## src/rtl/fetch_pkg.sv

```systemverilog
// Shared types and constants for the instruction-fetch stage.
// Holds the fetch FSM encoding, the bubble word and the PC alignment helper.
package fetch_pkg;

  localparam int PC_W = 32;
  localparam logic [31:0] NOP_INSTR = 32'h0000_0000;

  typedef enum logic [1:0] {
    FETCH = 2'd0,
    SKID  = 2'd1,
    DRAIN = 2'd2
  } fetch_state_e;

  function automatic logic [PC_W-1:0] word_align(input logic [PC_W-1:0] addr);
    return {addr[PC_W-1:2], 2'b00};
  endfunction

endpackage

```

## src/rtl/fetch_unit_if.sv

```systemverilog
// Instruction-memory request/acknowledge bus between the fetch stage and imem.
// The fetch stage is the master; the memory answers with ack and rdata.
interface fetch_unit_if;
  import fetch_pkg::*;

  logic            imem_req_o;
  logic [PC_W-1:0] imem_addr_o;
  logic            imem_ack_i;
  logic [31:0]     imem_rdata_i;

  modport master (
    output imem_req_o,
    output imem_addr_o,
    input  imem_ack_i,
    input  imem_rdata_i
  );

  modport slave (
    input  imem_req_o,
    input  imem_addr_o,
    output imem_ack_i,
    output imem_rdata_i
  );

endinterface

```

## src/rtl/fetch_skid_reg.sv

```systemverilog
// One-entry pc/instruction holding register for responses that arrive while ID stalls.
// Clear wins over load so a redirect always flushes the entry.
module fetch_skid_reg
  import fetch_pkg::*;
(
  input  logic            clk,
  input  logic            rst,
  input  logic            load,
  input  logic            clear,
  input  logic [PC_W-1:0] load_pc,
  input  logic [31:0]     load_instr,
  output logic            valid,
  output logic [PC_W-1:0] pc,
  output logic [31:0]     instr
);

  // Entry storage: flushed by clear, captured by load, otherwise held.
  always_ff @(posedge clk or posedge rst) begin
    if (rst) begin
      valid <= 1'b0;
      pc    <= '0;
      instr <= NOP_INSTR;
    end else if (clear) begin
      valid <= 1'b0;
      pc    <= '0;
      instr <= NOP_INSTR;
    end else if (load) begin
      valid <= 1'b1;
      pc    <= load_pc;
      instr <= load_instr;
    end else begin
      valid <= valid;
      pc    <= pc;
      instr <= instr;
    end
  end

endmodule

```

## src/rtl/fetch_unit.sv

```systemverilog
// Instruction-fetch stage: owns the PC, talks req/ack to imem, applies redirects
// and presents pc_out/instruction to IF/ID, with a skid entry for stalled responses.
module fetch_unit
  import fetch_pkg::*;
#(
  parameter logic [PC_W-1:0] RESET_PC = 32'h0000_0000,
  parameter logic [PC_W-1:0] PC_STEP  = 32'd4
) (
  input  logic              clk,
  input  logic              rst,
  fetch_unit_if.master      imem,
  input  logic              stall_i,
  input  logic              redirect_i,
  input  logic [PC_W-1:0]   redirect_pc_i,
  output logic [PC_W-1:0]   pc_out,
  output logic [31:0]       instruction,
  output logic              fetch_valid
);

  fetch_state_e    state_r;
  logic [PC_W-1:0] fetch_pc_r;
  logic [PC_W-1:0] drain_addr_r;
  logic            slot_free_s;
  logic [PC_W-1:0] target_s;
  logic            skid_load_s;
  logic            skid_clear_s;
  logic            skid_valid_s;
  logic [PC_W-1:0] skid_pc_s;
  logic [31:0]     skid_instr_s;

  assign slot_free_s = !fetch_valid || !stall_i;
  assign target_s    = word_align(redirect_pc_i);

  // Request drive; DRAIN keeps presenting the abandoned address until it is acked.
  always_comb begin
    imem.imem_req_o  = 1'b0;
    imem.imem_addr_o = fetch_pc_r;
    case (state_r)
      FETCH: begin
        imem.imem_req_o  = !rst;
        imem.imem_addr_o = fetch_pc_r;
      end
      SKID: begin
        imem.imem_req_o  = 1'b0;
        imem.imem_addr_o = fetch_pc_r;
      end
      DRAIN: begin
        imem.imem_req_o  = !rst;
        imem.imem_addr_o = drain_addr_r;
      end
      default: begin
        imem.imem_req_o  = 1'b0;
        imem.imem_addr_o = fetch_pc_r;
      end
    endcase
  end

  // Skid control: redirect flushes, a released stall empties, a busy-slot ack fills.
  always_comb begin
    skid_load_s  = 1'b0;
    skid_clear_s = 1'b0;
    if (redirect_i) begin
      skid_clear_s = 1'b1;
    end else if (state_r == SKID && !stall_i) begin
      skid_clear_s = 1'b1;
    end else if (state_r == FETCH && imem.imem_ack_i && !slot_free_s) begin
      skid_load_s = 1'b1;
    end else begin
      skid_load_s  = 1'b0;
      skid_clear_s = 1'b0;
    end
  end

  fetch_skid_reg u_skid (
    .clk        (clk),
    .rst        (rst),
    .load       (skid_load_s),
    .clear      (skid_clear_s),
    .load_pc    (fetch_pc_r),
    .load_instr (imem.imem_rdata_i),
    .valid      (skid_valid_s),
    .pc         (skid_pc_s),
    .instr      (skid_instr_s)
  );

  // Fetch FSM with the IF/ID-facing outputs registered alongside the state.
  always_ff @(posedge clk or posedge rst) begin
    if (rst) begin
      state_r      <= FETCH;
      fetch_pc_r   <= RESET_PC;
      drain_addr_r <= '0;
      pc_out       <= '0;
      instruction  <= NOP_INSTR;
      fetch_valid  <= 1'b0;
    end else if (redirect_i) begin
      fetch_pc_r  <= target_s;
      pc_out      <= '0;
      instruction <= NOP_INSTR;
      fetch_valid <= 1'b0;
      case (state_r)
        FETCH: begin
          if (imem.imem_ack_i) begin
            state_r <= FETCH;
          end else begin
            state_r      <= DRAIN;
            drain_addr_r <= fetch_pc_r;
          end
        end
        SKID:    state_r <= FETCH;
        DRAIN:   state_r <= imem.imem_ack_i ? FETCH : DRAIN;
        default: state_r <= FETCH;
      endcase
    end else begin
      case (state_r)
        FETCH: begin
          if (imem.imem_ack_i) begin
            fetch_pc_r <= fetch_pc_r + PC_STEP;
            if (slot_free_s) begin
              pc_out      <= fetch_pc_r;
              instruction <= imem.imem_rdata_i;
              fetch_valid <= 1'b1;
            end else begin
              state_r <= SKID;
            end
          end else if (slot_free_s) begin
            instruction <= NOP_INSTR;
            fetch_valid <= 1'b0;
          end
        end
        SKID: begin
          if (!stall_i) begin
            pc_out      <= skid_pc_s;
            instruction <= skid_instr_s;
            fetch_valid <= skid_valid_s;
            state_r     <= FETCH;
          end
        end
        DRAIN: begin
          // The drained word belongs to the old path and is dropped.
          if (imem.imem_ack_i) begin
            state_r <= FETCH;
          end
        end
        default: state_r <= FETCH;
      endcase
    end
  end

endmodule

```

## src/flat_wrapper.sv

```systemverilog
// flat-port wrapper written by rule: the top's interface ports become plain ports
module fetch_unit_flat import fetch_pkg::*;
#(
  parameter logic [PC_W-1:0] RESET_PC = 32'h0000_0000,
  parameter logic [PC_W-1:0] PC_STEP  = 32'd4
)
  (clk, rst, stall_i, redirect_i, redirect_pc_i, pc_out, instruction, fetch_valid, imem_imem_req_o, imem_imem_addr_o, imem_imem_ack_i, imem_imem_rdata_i);
  fetch_unit_if imem_i ();
  input  logic clk;
  input  logic rst;
  input  logic stall_i;
  input  logic redirect_i;
  input  logic [PC_W-1:0] redirect_pc_i;
  output logic [PC_W-1:0] pc_out;
  output logic [31:0] instruction;
  output logic fetch_valid;
  output wire logic [$bits(imem_i.imem_req_o)-1:0] imem_imem_req_o;
  output wire logic [$bits(imem_i.imem_addr_o)-1:0] imem_imem_addr_o;
  input wire logic [$bits(imem_i.imem_ack_i)-1:0] imem_imem_ack_i;
  input wire logic [$bits(imem_i.imem_rdata_i)-1:0] imem_imem_rdata_i;
  assign imem_imem_req_o = imem_i.imem_req_o;
  assign imem_imem_addr_o = imem_i.imem_addr_o;
  assign imem_i.imem_ack_i = imem_imem_ack_i;
  assign imem_i.imem_rdata_i = imem_imem_rdata_i;
  fetch_unit #(.RESET_PC(RESET_PC), .PC_STEP(PC_STEP)) u_core (.clk(clk), .rst(rst), .imem(imem_i), .stall_i(stall_i), .redirect_i(redirect_i), .redirect_pc_i(redirect_pc_i), .pc_out(pc_out), .instruction(instruction), .fetch_valid(fetch_valid));
endmodule
```

## config.mk

```make
export PLATFORM = sky130hd
export DESIGN_NAME = fetch_unit_flat
export DESIGN_NICKNAME = d
export VERILOG_FILES = /design/src/rtl/fetch_pkg.sv /design/src/rtl/fetch_unit_if.sv /design/src/rtl/fetch_skid_reg.sv /design/src/rtl/fetch_unit.sv /design/src/flat_wrapper.sv
export SDC_FILE = /design/constraint.sdc
export NUM_CORES = 1
export LEC_CHECK = 0
export ABC_AREA = 0
export CELL_PAD_IN_SITES_DETAIL_PLACEMENT = 1
export CELL_PAD_IN_SITES_GLOBAL_PLACEMENT = 2
export CORE_UTILIZATION = 37
export DETAILED_ROUTE_END_ITERATION = 16
export GPL_TIMING_DRIVEN = 0
export PLACE_DENSITY_LB_ADDON = 0.12
export SYNTH_ARGS = -nofsm -noshare
export SYNTH_HDL_FRONTEND = slang
export SYNTH_HIERARCHICAL = 1
export SYNTH_SLANG_ARGS = --single-unit
```

## constraint.sdc

```tcl
create_clock -name clk -period 8.3 [get_ports clk]
set_input_delay 0.83 -clock clk [delete_from_list [all_inputs] [get_ports clk]]
set_output_delay 0.83 -clock clk [all_outputs]
set_load 0.05 [all_outputs]
```

-- Word-level counts from Yosys, hierarchy flattened
Index checks and enable logic that the tools add are counted.
- flip-flop bits (word level): 196
- latch bits: 0
- bits in writable memories: 0
- memory bits (read-only): 0
- output and inout bits: 98
- memories: 0
- add/sub/neg operators: 1
- multipliers: 0
- div/mod/pow operators: 0
- $lt $le $gt $ge: 0
- equal/unequal tests: 7
- shift operators: 0
- muxes and demuxes: 41
- bitwise operators: 1
- reduce and logical (&&, ||, !) cells: 19
- operator list (cell ; number):
    32-bit 2-to-1 mux ; 17
    32-bit case mux with 2 select lines ; 2
    32-bit by 3-bit adder with 32-bit output (second input constant) ; 1
    2-bit 2-to-1 mux ; 7
    1-bit 2-to-1 mux ; 13
    3-bit inequality test (second input constant) ; 4
    4-bit AND reduction ; 2
    2-bit case mux with 3 select lines ; 1
    3-bit AND reduction ; 2
    2-bit nonzero test ; 3
    1-bit logical NOT ; 4
    1-bit logical AND ; 3
    3-bit by 2-bit inequality test with 1-bit output (second input constant) ; 1
    3-bit nonzero test ; 1
    2-bit by 1-bit == test with 1-bit output (second input constant) ; 1
    2-bit == test (second input constant) ; 1
    2-bit logical NOT ; 1
    1-bit case mux with 2 select lines ; 1
    2-bit AND reduction ; 1
    2-bit OR reduction ; 1
    1-bit logical OR ; 1
    1-bit inverter ; 1

-- Longest topological paths before layout
Gate-level depths: netlist of run 1.
- depth after elaboration: 9
- mapped depth: 7
- gate-level depth less buffers: 5

-- Hierarchy
The synthesis of run 1 kept the hierarchy.
- by module, submodules not included (module ; times used ; cells an instance ; area an instance (um^2) ; sequential area each (um^2)):
    fetch_unit ; 1 ; 585 ; 6324.8 ; 3178.0
    fetch_skid_reg ; 1 ; 210 ; 2640.0 ; 1626.6

-- Least setup slack after synthesis of run 1
No wires, ideal clock.
- path type: register -> output
- from: reg u_core.state_r[1]
- to: out imem_imem_addr_o[11]
- data arrival time: 1.972 ns
- required time: 7.470 ns
- slack: 5.498 ns
- cell stages (with the launch flop): 5
- buffers on the path: 1
- path through: dfrtp_1 inv_1 nor2_1 clkbuf_1 o21ai_0
- cells in the longest elaborated chain, start to end: 2
- ends and longest elaborated chain (item ; line ; source):
    start: declaration ; fetch_unit.sv:20 ; fetch_state_e state_r;
    start signal: assignment ; fetch_unit.sv:110 ; DRAIN: state_r <= imem.imem_ack_i ? FETCH : DRAIN;
    2-bit == test ; fetch_unit.sv:38 ; case (state_r)
    32-bit 2-to-1 mux ; fetch_unit.sv:38 ;
    end: declaration ; flat_wrapper.sv:18 ; output wire logic [$bits(imem_i.imem_addr_o)-1:0] imem_imem_addr_o;
Every way passes these cells.

-- Final worst setup path of run 1
- from: reg u_core.state_r[1]
- to: out imem_imem_addr_o[8]
Same word-level chain as after synthesis.

==> impl_metrics.csv, run 1 <==
group,metric,value,unit
setup_path,required,7.47,ns
layout,nets,1051,
drt,drt-initial-drc-count,271,
drt,vias,6902,
sta,worstMarginPinSlew,0.965,ns
clocking,path_clk_slew,0.07,ns
logic_synthesis,ys.flop_type,"dfrtp_1",
placed_design,dp.cells,1281,
worst_hold_path,hold_path_depth,2,
flow_run,maxCapViolations,0,
clocking,clkSinkCount,192,
worst_hold_path,hold_class,"flop to flop",
grt,grt_max_degree,74,
setup_path,r2r_slack,5.71,ns
drt,avgViaCountPerCell,5.26,
die,top_level_ports,167,
clocking,ctsHoldBuffers,0,
logic_synthesis,synth_edf_count,0,
sta,rsz0062_at_grt,"false",
sta,period_share,53.1,%
grt,grt-ovfl-total,0,
grt,grt_pass1_wl,42.6,mm
clocking,post_cts_resized,0,
logic_synthesis,yosys_warnings,6,
die,row_count,56,
grt,antenna_found_initial,0,
drt,drc,0,
sta,max_clock_freq,227,MHz
grt,grt_util_met3,3.70,%
worst_hold_path,hold_end,"u_core/pc_out[25]$_DFFE_PP0P_",
setup_path,crit_type,"flop to output pin",
sta,slew-limit-headroom,35.4,%
logic_synthesis,synth_area,8960,um2
setup_path,ff2ff_path_depth,6,
grt,top_usage_layer,"met2",
clocking,numCtsBuffers,17,
setup_path,path_buf_inv,3,
sta,setup_tns,0,ns
logic_synthesis,syn_avg_cell_area,11.3,um2
setup_path,max_stage_delay,0.88,ns
power_and_ir_drop,peakVddDrop,0.0957,mV
sta,drv_slew,0,
layout,drive_above_1_share,10.7,%
drt,dr.pass1.iters,5,
layout,layout-area-overhead-vs-synth,29.7,%
sta,finalHoldViolations,0,
power_and_ir_drop,powerDensity,210,nW/um2
placed_design,port_buffers,162,
die,die_area,24900,um2
clocking,cts.htree.levels,4,
layout,final_cells,1313,
logic_synthesis,synth-seq-cells,192,
layout,post-route-util,49.2,%
layout,diodes,0,
clocking,clk_latency,0.43,ns
drt,drt_wl_total,26.8,mm
grt,grt_usage,22.8,%
setup_path,r2r_end,"u_core/fetch_pc_r[30]$_DFFE_PP0P_",
die,core_area,23600,um2
setup_path,cp_max_fo,10,
sta,skew,0.0143,ns
clocking,clockBufferDepth,2,
setup_path,crit_family,"buffers and inverters",
worst_hold_path,worstHoldStart,"u_core/pc_out[25]$_DFFE_PP0P_",
logic_synthesis,yosysSeqAreaShare,53.6,%
die,die_h,158,um
sta,setup_viol,0,
setup_path,r2r_start,"u_core/fetch_pc_r[2]$_DFFE_PP0P_",
drt,wl_per_cell,20.4,um
placed_design,gp_congestion,0.781,
power_and_ir_drop,leakage,4.74,nW
die,die_width,158,um
setup_path,critPathLaunchType,"flop",
grt,met2_usage,34.3,%
die,start_util,38.0,%
grt,grt_use_met1,33.9,%
sta,fin_crit,4.41,ns
logic_synthesis,synth.distinct_cells,39,
clocking,cts_tree,"built",
placed_design,hpwl,18.8,mm
setup_path,slowest_stage,"clkdlybuf4s50_1",
setup_path,worstPathCellList,"inv_1, nor2_1, clkbuf_1, nand2_1, o21ai_0, clkdlybuf4s50_1",
clocking,post_cts_buffers,0,
drt,ant_nets,0,
outcome,outcome,"complete, no violations",
setup_path,crit_path_end_kind,"output pin",
logic_synthesis,async_flop_share,100,%
setup_path,arrival,3.58,ns
logic_synthesis,synthCells,795,
clocking,cts-root-buf,"clkbuf_16",
grt,first_global_vias,7448,
layer usage:
metal | wire length [um] | vias up
li1 | - | 3252
met1 | 13500 | 3499
met2 | 12200 | 132
met3 | 835 | 19
met4 | 334 | 0
met5 | 0 | -
worst max-delay path by stage:
stage                                              from                                   to  slack (ns)  depth (start not counted)
after global placement                              rst  u_core/drain_addr_r[18]$_DFFE_PP0P_        1.66                          2
final                     u_core/state_r[1]$_DFFE_PP0P_                  imem_imem_addr_o[8]        3.89                          6
after detailed placement  u_core/state_r[1]$_DFFE_PP0P_                 imem_imem_addr_o[30]        4.41                          5
after global routing      u_core/state_r[1]$_DFFE_PP0P_                  imem_imem_addr_o[8]        3.70                          6
after floorplan                                     rst  u_core/drain_addr_r[10]$_DFFE_PP0P_        4.09                          1
after CTS                 u_core/state_r[1]$_DFFE_PP0P_                  imem_imem_addr_o[8]        3.88                          6
cell usage after synthesis, drive strengths merged (7+ instances only):
master | instances | area, um2
a221o | 30 | 300
a31oi | 15 | 93.8
and3 | 35 | 219
buf | 15 | 149
clkbuf | 49 | 184
dfrtp | 192 | 4800
inv | 9 | 33.8
mux2 | 55 | 619
mux2i | 96 | 961
nand2 | 66 | 248
nand3 | 10 | 50.1
nand4 | 7 | 43.8
nor2 | 83 | 312
o21ai | 25 | 125
o31ai | 45 | 338
or4 | 16 | 120
xnor2 | 10 | 87.6
per-stage QoR:
stage | power, W | hold WS [ns] | instance area, um2 | setup slack (ns)
after floorplan | 0.00145 | 0.460 | 8980 | 4.09
after global placement | 0.00165 | 0.462 | 11000 | 1.66
after detailed placement | 0.00166 | 0.469 | 11100 | 4.41
after CTS | 0.00247 | 0.485 | 11600 | 3.88
after global routing | 0.00255 | 0.503 | 11600 | 3.70
final | 0.00245 | 0.481 | 11600 | 3.89
cells by family after synthesis:
| kind of cell | synth area share (%) |
|---|---|
| flops | 53.6 |
| fa+ha+maj | 0.140 |
| mux | 17.6 |
| simple gates | 13.1 |
| compound gates | 10.1 |
| xor+xnor | 1.27 |
| other cells | 0.0418 |
| buf+inv | 4.13 |
final cells by class:
class,count,area (um2)
fill,2564,12000
sequential,192,4800
multi-input combinational,532,3810
timing repair buffer,164,1680
clock buffer,19,443
tap,319,399
buffer,64,333
clock inverter,13,118
inverter,10,45.0
cell usage in the layout, fill, tap and decap left out, types with 17 or more instances in the layout:
cell / instances
dfrtp_1: 192
clkdlybuf4s50_1: 162
mux2i_1: 96
nor2_1: 83
nand2_1: 66
mux2_2: 55
clkbuf_1: 50
o31ai_1: 45
and3_1: 35
a221o_1: 30
o21ai_0: 25
clkbuf_16: 17
power breakdown:
part           leakage (nW)  internal, W  switching, W  total, W
clock network         0.267     0.000404      0.000399  0.000803
registers              2.50      0.00101     0.0000626   0.00108
logic                  1.97     0.000213      0.000355  0.000568
total                  4.74      0.00163      0.000816   0.00245
flip-flops by register name, summed over array words and instances (netlist names), 2 cells and up:
signal and flops:
u_core/u_skid/instr 32, u_core/pc_out 32, u_core/drain_addr_r 30, u_core/u_skid/pc 32
u_core/fetch_pc_r 30, u_core/state_r 2, u_core/instruction 32
tightest hold or removal path: stages, from the launching register on:
cell	delay (ns)
dfrtp_1	0.34
nand2_1	0.05
o31ai_1	0.05
No activity file was read; power rests on OpenSTA's default activity.
==> inputs of run 2 (changes only) <==
--- a/config.mk
+++ b/config.mk
@@ -8,7 +8,7 @@
 export ABC_AREA = 0
 export CELL_PAD_IN_SITES_DETAIL_PLACEMENT = 1
 export CELL_PAD_IN_SITES_GLOBAL_PLACEMENT = 2
-export CORE_UTILIZATION = 37
+export CORE_UTILIZATION = 31
 export DETAILED_ROUTE_END_ITERATION = 16
 export GPL_TIMING_DRIVEN = 0
 export PLACE_DENSITY_LB_ADDON = 0.12
==> constraint.sdc (replaced) <==
create_clock -name clk -period 3.7 [get_ports clk]
set_input_delay 0.37 -clock clk [delete_from_list [all_inputs] [get_ports clk]]
set_output_delay 0.37 -clock clk [all_outputs]
set_load 0.05 [all_outputs]
==> impl_metrics.csv, run 2 (synthesis results as in run 1) <==
group,metric,value,unit
layout,nets,1054,
drt,avgViaCountPerCell,5.06,
layout,final_cells,1375,
clocking,numCtsBuffers,17,
power_and_ir_drop,peakVddDrop,0.277,mV
drt,dr.pass1.iters,4,
setup_path,r2r_slack,1.07,ns
setup_path,ff2ff_path_depth,6,
placed_design,dp.cells,1343,
drt,drt-met1-wl,14.1,mm
setup_path,worstPathCellList,"inv_1, nor2_4, clkbuf_1, nand2_1, o21ai_0, clkdlybuf4s50_1",
setup_path,crit_type,"flop to output pin",
sta,finalHoldViolations,0,
die,start_util,31.9,%
power_and_ir_drop,power,0.00554,W
setup_path,critPathLaunchType,"flop",
setup_path,crit_path_end_kind,"output pin",
setup_path,max_stage_delay,0.89,ns
power_and_ir_drop,powerDensity,470,nW/um2
sta,setup_viol,0,
grt,grt_pass1_wl,44.3,mm
sta,fin_ws,0.281,ns
drt,drt_wl_total,28.1,mm
clocking,cts.htree.levels,4,
sta,skew,0.0147,ns
layout,drive_above_1_share,11.3,%
clocking,cts-root-buf,"clkbuf_16",
drt,routed.top_layer,"met4",
outcome,outcome,"complete, no violations",
setup_path,worst-path-stages,6,
drt,met2WireLength,12.8,mm
layout,diodes,0,
sta,period_share,92.4,%
layout,final_cell_mix,"dfrtp_1 (192), clkdlybuf4s50_1 (162), mux2i_1 (96)",
flow_run,maxCapViolations,0,
drt,drc,0,
drt,drt-initial-drc-count,327,
power_and_ir_drop,leakage,4.78,nW
setup_path,r2r_start,"u_core/fetch_pc_r[2]$_DFFE_PP0P_",
placed_design,place_ws,0.169,ns
setup_path,required,3.33,ns
setup_path,slowest_stage,"clkdlybuf4s50_1",
clocking,clkSinkCount,192,
worst_hold_path,hold_class,"input port to async pin",
layout,layout-area-overhead-vs-synth,31.4,%
clocking,clk_latency,0.43,ns
drt,wl_per_cell,20.4,um
sta,drv_slew,0,
grt,antenna_found_initial,0,
setup_path,path_buf_inv,3,
die,row_count,61,
setup_path,r2r_end,"u_core/fetch_pc_r[30]$_DFFE_PP0P_",
sta,whs,0.396,ns
sta,slew-limit-headroom,36.9,%
sta,rsz0062_at_grt,"false",
clocking,clockBufferDepth,2,
drt,ant_nets,0,
die,core_area,28100,um2
grt,grt_usage,20.0,%
grt,first_global_vias,7432,
die,die_area,29600,um2
clocking,cts_tree,"built",
clocking,path_clk_slew,0.08,ns
die,top_level_ports,167,
setup_path,arrival,3.05,ns
setup_path,cp_max_fo,10,
sta,max_clock_freq,293,MHz
grt,grt-ovfl-total,0,
placed_design,hpwl,19.9,mm
sta,fin_crit,3.42,ns
setup_path,crit_family,"buffers and inverters",
drt,vias,6963,
die,die_h,172,um
sta,worstMarginPinSlew,0.943,ns
die,die_width,172,um
layout,n_fill_cell,3155,
placed_design,gp_congestion,0.724,
drt,met3_length,965,um
grt,grt_max_degree,39,
layout,layout_commonest_cell,"dfrtp_1",
placed_design,port_buffers,162,
run 2: cell count changes in the layout (fill, tap and decap cells not counted), sizes merged:
cell,previous run,this run
buf,17,20
clkinv,4,8
clkinvlp,3,2
inv,16,13
run 2: area by class of cell:
class | instances | area, um2 | area share (%)
clock inverter | 13 | 124 | 1.05
buffer | 64 | 335 | 2.85
inverter | 10 | 43.8 | 0.372
timing repair buffer | 167 | 1730 | 14.7
sequential | 192 | 4800 | 40.8
tap | 378 | 473 | 4.02
clock buffer | 19 | 453 | 3.85
multi-input combinational | 532 | 3810 | 32.4
run 2: power breakdown:
group	total (W)	internal, W	switching (W)
clock network	0.00183	0.000927	0.000903
logic	0.00129	0.000485	0.000803
registers	0.00242	0.00227	0.000144
run 2: what timing repair did:
| action | 4_1_cts | 5_1_grt |
|---|---|---|
| endpoints found under the setup margin | 24 | 4 |
| gates resized for setup | 3 | 1 |
| pin swaps | 0 | 0 |
| hold buffers | 0 | 0 |
| setup buffers | 0 | 0 |
run 2: worst max path at each step:
stage / from / endpoint / slack (ns)
6_report: u_core/state_r[1]$_DFFE_PP0P_ / imem_imem_addr_o[25] / 0.28
5_1_grt: u_core/state_r[1]$_DFFE_PP0P_ / imem_imem_addr_o[25] / 0.13
4_1_cts: u_core/state_r[1]$_DFFE_PP0P_ / imem_imem_addr_o[25] / 0.09
3_5_place_dp: u_core/state_r[1]$_DFFE_PP0P_ / imem_imem_addr_o[30] / 0.17
3_3_place_gp: rst / u_core/u_skid/instr[18]$_DFFE_PP0P_ / -0.01
2_1_floorplan: u_core/state_r[1]$_DFFE_PP0P_ / imem_imem_addr_o[11] / 1.36
run 2: through the flow:
stage / util (%) / cell area [um2] / TNS, ns
floorplan: - / 8980 / 0
global placement: 39.4 / 11100 / -0.474
detailed placement: 39.8 / 11200 / 0
CTS: 41.9 / 11800 / 0
global route: 41.9 / 11800 / 0
finish: 41.9 / 11800 / 0
run 2: metal layers:
metal / global-route usage (%) / vias up
li1: - / 3255
met1: 29.3 / 3574
met2: 31.0 / 126
met3: 3.55 / 8
met4: 3.54 / 0
met5: 0 / -
